### config.mk
export PLATFORM = sky130hd
export DESIGN_NAME = regs
export DESIGN_NICKNAME = d
export VERILOG_FILES = /design/src/rtl/regs_pkg.sv /design/src/rtl/regs_rd_port.sv /design/src/rtl/regs.sv
export SDC_FILE = /design/constraint.sdc
export NUM_CORES = 2
export LEC_CHECK = 0
export CORE_UTILIZATION = 40
export DETAILED_ROUTE_END_ITERATION = 16
export SYNTH_ARGS = -nofsm -noshare
export SYNTH_HDL_FRONTEND = slang
export SYNTH_SLANG_ARGS = --single-unit
### constraint.sdc
create_clock -name clk -period 4.1 [get_ports clk]
set_clock_uncertainty 0.2 [all_clocks]
set_input_delay 0.615 -clock clk [delete_from_list [all_inputs] [get_ports clk]]
set_output_delay 0.615 -clock clk [all_outputs]
set_load 0.01 [all_outputs]
### src/rtl/regs_pkg.sv
// Shared widths and constants for the RV32I integer register file.
package regs_pkg;

    localparam int XLEN       = 32;
    localparam int REG_ADDR_W = 5;
    localparam int REG_NUM    = 2 ** REG_ADDR_W;

    localparam logic [REG_ADDR_W-1:0] ZERO_REG  = '0;
    localparam logic [XLEN-1:0]       ZERO_WORD = '0;

    localparam logic WRITE_ENABLE  = 1'b1;
    localparam logic WRITE_DISABLE = 1'b0;

endpackage

### src/rtl/regs_rd_port.sv
// One id-stage source-operand read port: x0, then same-cycle bypass, then stored word.
module regs_rd_port
    import regs_pkg::*;
#(
    parameter bit BYPASS_EN = 1'b1
) (
    input  logic                  rst_i,
    input  logic [REG_ADDR_W-1:0] raddr_i,
    input  logic [REG_ADDR_W-1:0] waddr_i,
    input  logic [XLEN-1:0]       wdata_i,
    input  logic                  wen_i,
    input  logic [XLEN-1:0]       stored_i,
    output logic [XLEN-1:0]       rdata_o
);

    logic hit;

    // Gated on a known-low enable, so an X address cannot leak into the result.
    assign hit = BYPASS_EN && (wen_i == WRITE_ENABLE) && (waddr_i == raddr_i);

    always_comb begin
        rdata_o = ZERO_WORD;
        if (rst_i) begin
            rdata_o = ZERO_WORD;
        end else if (raddr_i == ZERO_REG) begin
            rdata_o = ZERO_WORD;
        end else if (hit) begin
            rdata_o = wdata_i;
        end else begin
            rdata_o = stored_i;
        end
    end

endmodule

### src/rtl/regs.sv
// 32 x 32 integer register file: two bypassed id read ports, one ex write port,
// and a non-bypassed debug read port.
module regs
    import regs_pkg::*;
#(
    parameter bit BYPASS_EN = 1'b1
) (
    input  logic                  clk,
    input  logic                  rst,
    input  logic [REG_ADDR_W-1:0] reg1_raddr_i,
    input  logic [REG_ADDR_W-1:0] reg2_raddr_i,
    output logic [XLEN-1:0]       reg1_rdata_o,
    output logic [XLEN-1:0]       reg2_rdata_o,
    input  logic [REG_ADDR_W-1:0] reg_waddr_i,
    input  logic [XLEN-1:0]       reg_wdata_i,
    input  logic                  reg_wen_i,
    input  logic [REG_ADDR_W-1:0] dbg_raddr_i,
    output logic [XLEN-1:0]       dbg_rdata_o
);

    logic [XLEN-1:0] mem_q [REG_NUM-1:1];
    logic [XLEN-1:0] mem_d [REG_NUM-1:1];
    logic [XLEN-1:0] rf    [REG_NUM];

    always_comb begin
        for (int i = 1; i < REG_NUM; i++) begin
            mem_d[i] = mem_q[i];
            if (reg_wen_i == WRITE_ENABLE && reg_waddr_i == REG_ADDR_W'(i)) begin
                mem_d[i] = reg_wdata_i;
            end
        end
    end

    always_ff @(posedge clk) begin
        for (int i = 1; i < REG_NUM; i++) begin
            if (rst) begin
                mem_q[i] <= ZERO_WORD;
            end else begin
                mem_q[i] <= mem_d[i];
            end
        end
    end

    // Full 0..31 view with x0 tied to zero, so every address indexes safely.
    always_comb begin
        rf[0] = ZERO_WORD;
        for (int i = 1; i < REG_NUM; i++) begin
            rf[i] = mem_q[i];
        end
    end

    regs_rd_port #(.BYPASS_EN(BYPASS_EN)) u_rd1 (
        .rst_i    (rst),
        .raddr_i  (reg1_raddr_i),
        .waddr_i  (reg_waddr_i),
        .wdata_i  (reg_wdata_i),
        .wen_i    (reg_wen_i),
        .stored_i (rf[reg1_raddr_i]),
        .rdata_o  (reg1_rdata_o)
    );

    regs_rd_port #(.BYPASS_EN(BYPASS_EN)) u_rd2 (
        .rst_i    (rst),
        .raddr_i  (reg2_raddr_i),
        .waddr_i  (reg_waddr_i),
        .wdata_i  (reg_wdata_i),
        .wen_i    (reg_wen_i),
        .stored_i (rf[reg2_raddr_i]),
        .rdata_o  (reg2_rdata_o)
    );

    assign dbg_rdata_o = rst ? ZERO_WORD : rf[dbg_raddr_i];

endmodule

## Word-level counts from Yosys, hierarchy flattened

Memory sizes are Yosys's and may differ from the RTL's.
Index checks and enable logic that the tools add are counted.

- Register bits after elaboration: 0
- RAM bits: 992
- Bits of input ports: 55
- Output and inout port bits: 96
- Word-level logic and storage cells: 187
- Memories kept: 1

Memory list:

| name | words | bits a word | read ports | clocked after Yosys merged registers in | write ports | RTL line | source |
|---|---|---|---|---|---|---|---|
| mem_q | 31 | 32 | 31 | 0 | 31 | regs.sv:21 | `logic [XLEN-1:0] mem_q [REG_NUM-1:1];` |

- Magnitude comparators: 3
- Equality and inequality tests: 33
- Mux-type cells: 81
- Bitwise gates (word level): 34
- Reduce and logical (&&, ||, !) cells: 35

Operators by type and width:

| kind | number |
|---|---|
| $mux W32 | 75 |
| $bmux W32 S5 | 3 |
| $eq A5 B5 Y1 const B | 16 |
| $eq A5 B4 Y1 const B | 8 |
| $logic_and A1 B1 Y1 | 33 |
| $or A1 B1 Y1 | 31 |
| $eq A5 B3 Y1 const B | 4 |
| $ge A6 B6 Y1 const B | 3 |
| $not A5 Y6 | 3 |
| $eq A5 B2 Y1 const B | 2 |
| $eq A5 B5 Y1 | 2 |
| $logic_not A5 Y1 | 2 |
| $eq A5 B1 Y1 const B | 1 |
| $mux W1 | 3 |

## Depth between registers and ports, before layout

- Depth in word-level cells: 7
- Mapped depth: 10
- Mapped depth without buffers: 5

## Modules after synthesis

A second synthesis with hierarchy kept.

- Cells, all modules: 6,699
- Area, all modules: 59,250.6 sq um

Modules (own cells, without submodules):

| module | instances | cells an instance | area each (sq um) | sequential area each (sq um) |
|---|---|---|---|---|
| regs | 1 | 6,453 | 57,959.3 | 19,859.0 |
| regs_rd_port | 2 | 123 | 645.6 | 0.0 |

## Least setup slack after synthesis

OpenSTA, ideal clock, no wires.

- Path kind: input-to-output
- Start point: input port dbg_raddr_i[1]
- End point: output port dbg_rdata_o[31]
- Arrival time: 2.409 ns
- Data required time: 3.285 ns
- Path slack: 0.876 ns
- Cell stages on the path: 8
- Path buffers: 4
- Path through: clkbuf_1 buf_2 clkbuf_1 buf_2 mux4_2 mux4_2 mux2i_1 nor2_1

- Word-level cells in the longest chain between the ends: 5

RTL lines:

| item | RTL line | source |
|---|---|---|
| start, declared | regs.sv:17 | `input logic [REG_ADDR_W-1:0] dbg_raddr_i,` |
| $not A5 Y6 (implied by the code) | regs.sv:72 | `assign dbg_rdata_o = rst ? ZERO_WORD : rf[dbg_raddr_i];` |
| $bmux W32 S5 | regs.sv:72 |  |
| $mux W32 (implied by the code) (2 in series) | regs.sv:72 |  |
| $mux W32 | regs.sv:72 |  |
| end, declared | regs.sv:18 | `output logic [XLEN-1:0] dbg_rdata_o` |

Every way passes these cells. The select of a mux whose other input is x is not followed.

## Worst setup path in the final report

- Start point: input port reg1_raddr_i[1]
- End point: output port reg1_rdata_o[3]

- Word-level cells in the longest chain between the ends: 7
- Elaborated cells on any way between the ends: 10
- Classes of those cells: 1 x eq/ne; 6 x mux; 1 x bitwise; 2 x reduce/logical

RTL lines:

| item | RTL line | source |
|---|---|---|
| start, declared | regs.sv:10 | `input logic [REG_ADDR_W-1:0] reg1_raddr_i,` |
| $not A5 Y6 (implied by the code) | regs.sv:58 | `.stored_i (rf[reg1_raddr_i]),` |
| $bmux W32 S5 | regs.sv:58 |  |
| $mux W32 (implied by the code) (2 in series) | regs.sv:58 |  |
| $mux W32 | regs_rd_port.sv:27 | `end else if (hit) begin` |
| $mux W32 * | regs_rd_port.sv:25 | `end else if (raddr_i == ZERO_REG) begin` |
| $mux W32 * | regs_rd_port.sv:23 | `if (rst_i) begin` |
| end, declared | regs.sv:12 | `output logic [XLEN-1:0] reg1_rdata_o,` |

Mark *: on every way between the ends. The rest lies on a longest branch, timed or not. The select of a mux whose other input is x is not followed.

==> reports/metrics.cfg <==
[finish]
final_cell_mix=nand2_1 (2026), a21oi_1 (1020), dfxtp_1 (992), mux4_2 (713), buf_4 (474)
regMostFlops=mem_q
largestRegisters=mem_q: 992 flops
mostFrequentLayoutCell=nand2_1
drive_gt1_frac=0.271
largest_reg_flops=992
area_growth_pct=21.0
nets=6627
utilization=0.489

[floorplanning]
fp.dieH_um=386
start_util=0.404
die_x_um=386
die_area_um2=149000
rows=140
ioPinCount=151
coreArea_um2=146000

[routing]
drtPass1Iterations=12
avgRoutedWirePerCell_um=35.0
drt_wl_total_um=300000
drt-initial-drc-count=10464
viasPerCell=6.89
ant_nets=0
dr_total_vias=59230
drc=1

[yosys]
synthArstFlopShare=0
yosysWarnings=0
synthCells=6410
synth_top_family_by_area=multiplexers
synth_compound_area_frac=0.138
synth-simple-area-share=0.153
yosysSeqAreaShare=0.337
syn_avg_cell_area_um2=9.20
ys.flop_type=dfxtp_1
yosysUniqueCellTypes=50
synth_xor_area_frac=0.00149
muxShareOfSynthArea=0.316
netlist_area_um2=59000
syn_nets=6465
ys_ff_latch=992
synth_fa_ha_area_frac=0
synth_edf_count=0

[status]
status=complete, but fails checks
violations=design-rule violations, negative setup slack

[grt]
antenna_found_initial=17
overflow=0
grt_pass1_vias=54541
track_usage=0.395
grt_max_degree=163
grt_pass1_wl_um=416000

[worst_setup_path]
crit_chain=buf_8 > buf_12 > buf_4 > mux4_2 > a22o_1 > a221oi_2 > buf_4 > a31oi_1 > clkdlybuf4s50_1
cp-end-kind=output port
crit_path_frequent_cell=buf_4
crit_fanout=17
slowest_delay_ns=0.51
cp_top_family=buffers and inverters
criticalPathCategory=input pin to output port
cp.required_ns=3.28
worstPathArrival_ns=3.30
critPathBufInv=5
crit_path_top_delay_cell=mux4_2
startpoint_type=input pin

[clock_tree]
cts_max_level=3
cts_hold_buf=0
cts_buffers=108
clock-sinks=992
cts.reportedPaths.clkPinSlew_ns=0.06
clock_latency_ns=0.78
clock-root-buffer=clkbuf_16
clockBufferDepth=3
cts_tree=built

[job]
drv_cap=0

[timing]
worst_pin_slew_ns=1.11
hold_viol=0
setup_ws_ns=-0.0109
setup_violations=1
clock.fmax_mhz=243
slew_headroom=0.261
period_share=1.00
finalCriticalPeriod_ns=4.11
drv_slew=0
holdWs_ns=0.173

[hold_path]
hold_path_class=input pin to flip-flop

[place]
place_congestion=0.989
io_buffers=150
place_ws_ns=-0.693
dpl.hpwl_um=185000

[power]
power_density_nw_per_um2=335
vdd_drop_max_v=0.000343
leakagePower_nw=24.2

==> per-stage QoR <==
stage	instance area, um^2	power, mW	std cells	setup TNS [ns]
finish	71300	23.9	8593	-0.0109
global route	71300	24.2	8580	-0.0179
CTS	71000	23.7	8575	0
detailed placement	66500	12.8	8362	-14.78
global placement	66500	12.8	8362	-17.12
floorplan	59000	11.5	6410	0
==> what timing repair did <==
| action | CTS | global route |
|---|---|---|
| setup buffers | 9 | 2 |
| pin swaps | 23 | 6 |
| cloned | 3 | 3 |
| gates resized for setup | 112 | 68 |
| endpoints found under the setup margin | 69 | 46 |
==> path summary, 6_finish.rpt <==
kind | startpoint | cells after the start | endpoint | slack, ns
min | rst | 3 | mem_q[0][300]$_SDFFE_PP0P_ | 0.17
max reg2reg | mem_q[0][249]$_SDFFE_PP0P_ | 2 | mem_q[0][249]$_SDFFE_PP0P_ | 3.12
min reg2reg | mem_q[0][612]$_SDFFE_PP0P_ | 2 | mem_q[0][612]$_SDFFE_PP0P_ | 0.28
max | reg1_raddr_i[1] | 9 | reg1_rdata_o[3] | -0.01
==> metal layers <==
layer,track usage,vias up,part of all wire,wire (um)
met5,0.00227,-,0.00066,197
met4,0.274,26,0.083,24800
met3,0.167,1390,0.17,51800
met2,0.531,5486,0.40,119000
met1,0.507,28794,0.35,105000
li1,-,23534,-,-
==> kinds of logic after synthesis <==
family                 count (synthesis)
AND/OR/NAND/NOR                     2305
multiplexers                         955
XOR/XNOR                              10
flip-flops                           992
AO/OA/AOI/OAI                       1400
buffers and inverters                748
==> worst min-delay path, stage by stage <==
cell     delay, ns
buf_8         0.15
buf_4         0.21
a21oi_1       0.11
==> power by group <==
group,internal [mW],switching (mW)
Sequential,9.71,0.0706
Clock,6.44,4.60
Combinational,1.10,1.94
==> Yosys cell counts (21+ instances only) <==
master | n | area share
a211oi_1 | 30 | 0.0038
a21oi_1 | 1021 | 0.087
a221o_1 | 37 | 0.0063
a221oi_1 | 49 | 0.0073
a22o_1 | 67 | 0.010
a31oi_1 | 24 | 0.0025
buf_1 | 48 | 0.0031
buf_2 | 117 | 0.0099
buf_4 | 39 | 0.0050
clkbuf_1 | 510 | 0.032
dfxtp_1 | 992 | 0.34
mux2_2 | 110 | 0.021
mux2i_1 | 132 | 0.022
mux4_2 | 713 | 0.27
nand2_1 | 2058 | 0.13
nand2b_1 | 24 | 0.0025
nor2_1 | 93 | 0.0059
nor3_1 | 42 | 0.0036
nor4_1 | 23 | 0.0024
o2111ai_1 | 21 | 0.0031
o21ai_0 | 43 | 0.0036
o22ai_1 | 21 | 0.0022
==> cell type report <==
type | instances | area [um^2]
inverters | 15 | 56.3
fillers | 13265 | 74600
repair buffers | 785 | 8390
clock inverters | 53 | 847
well taps | 1917 | 2400
flip-flops and latches | 992 | 19900
clock buffers | 148 | 3060
multi-input cells | 4670 | 36700
diodes | 13 | 32.5
No activity file was read; power rests on OpenSTA's default activity.
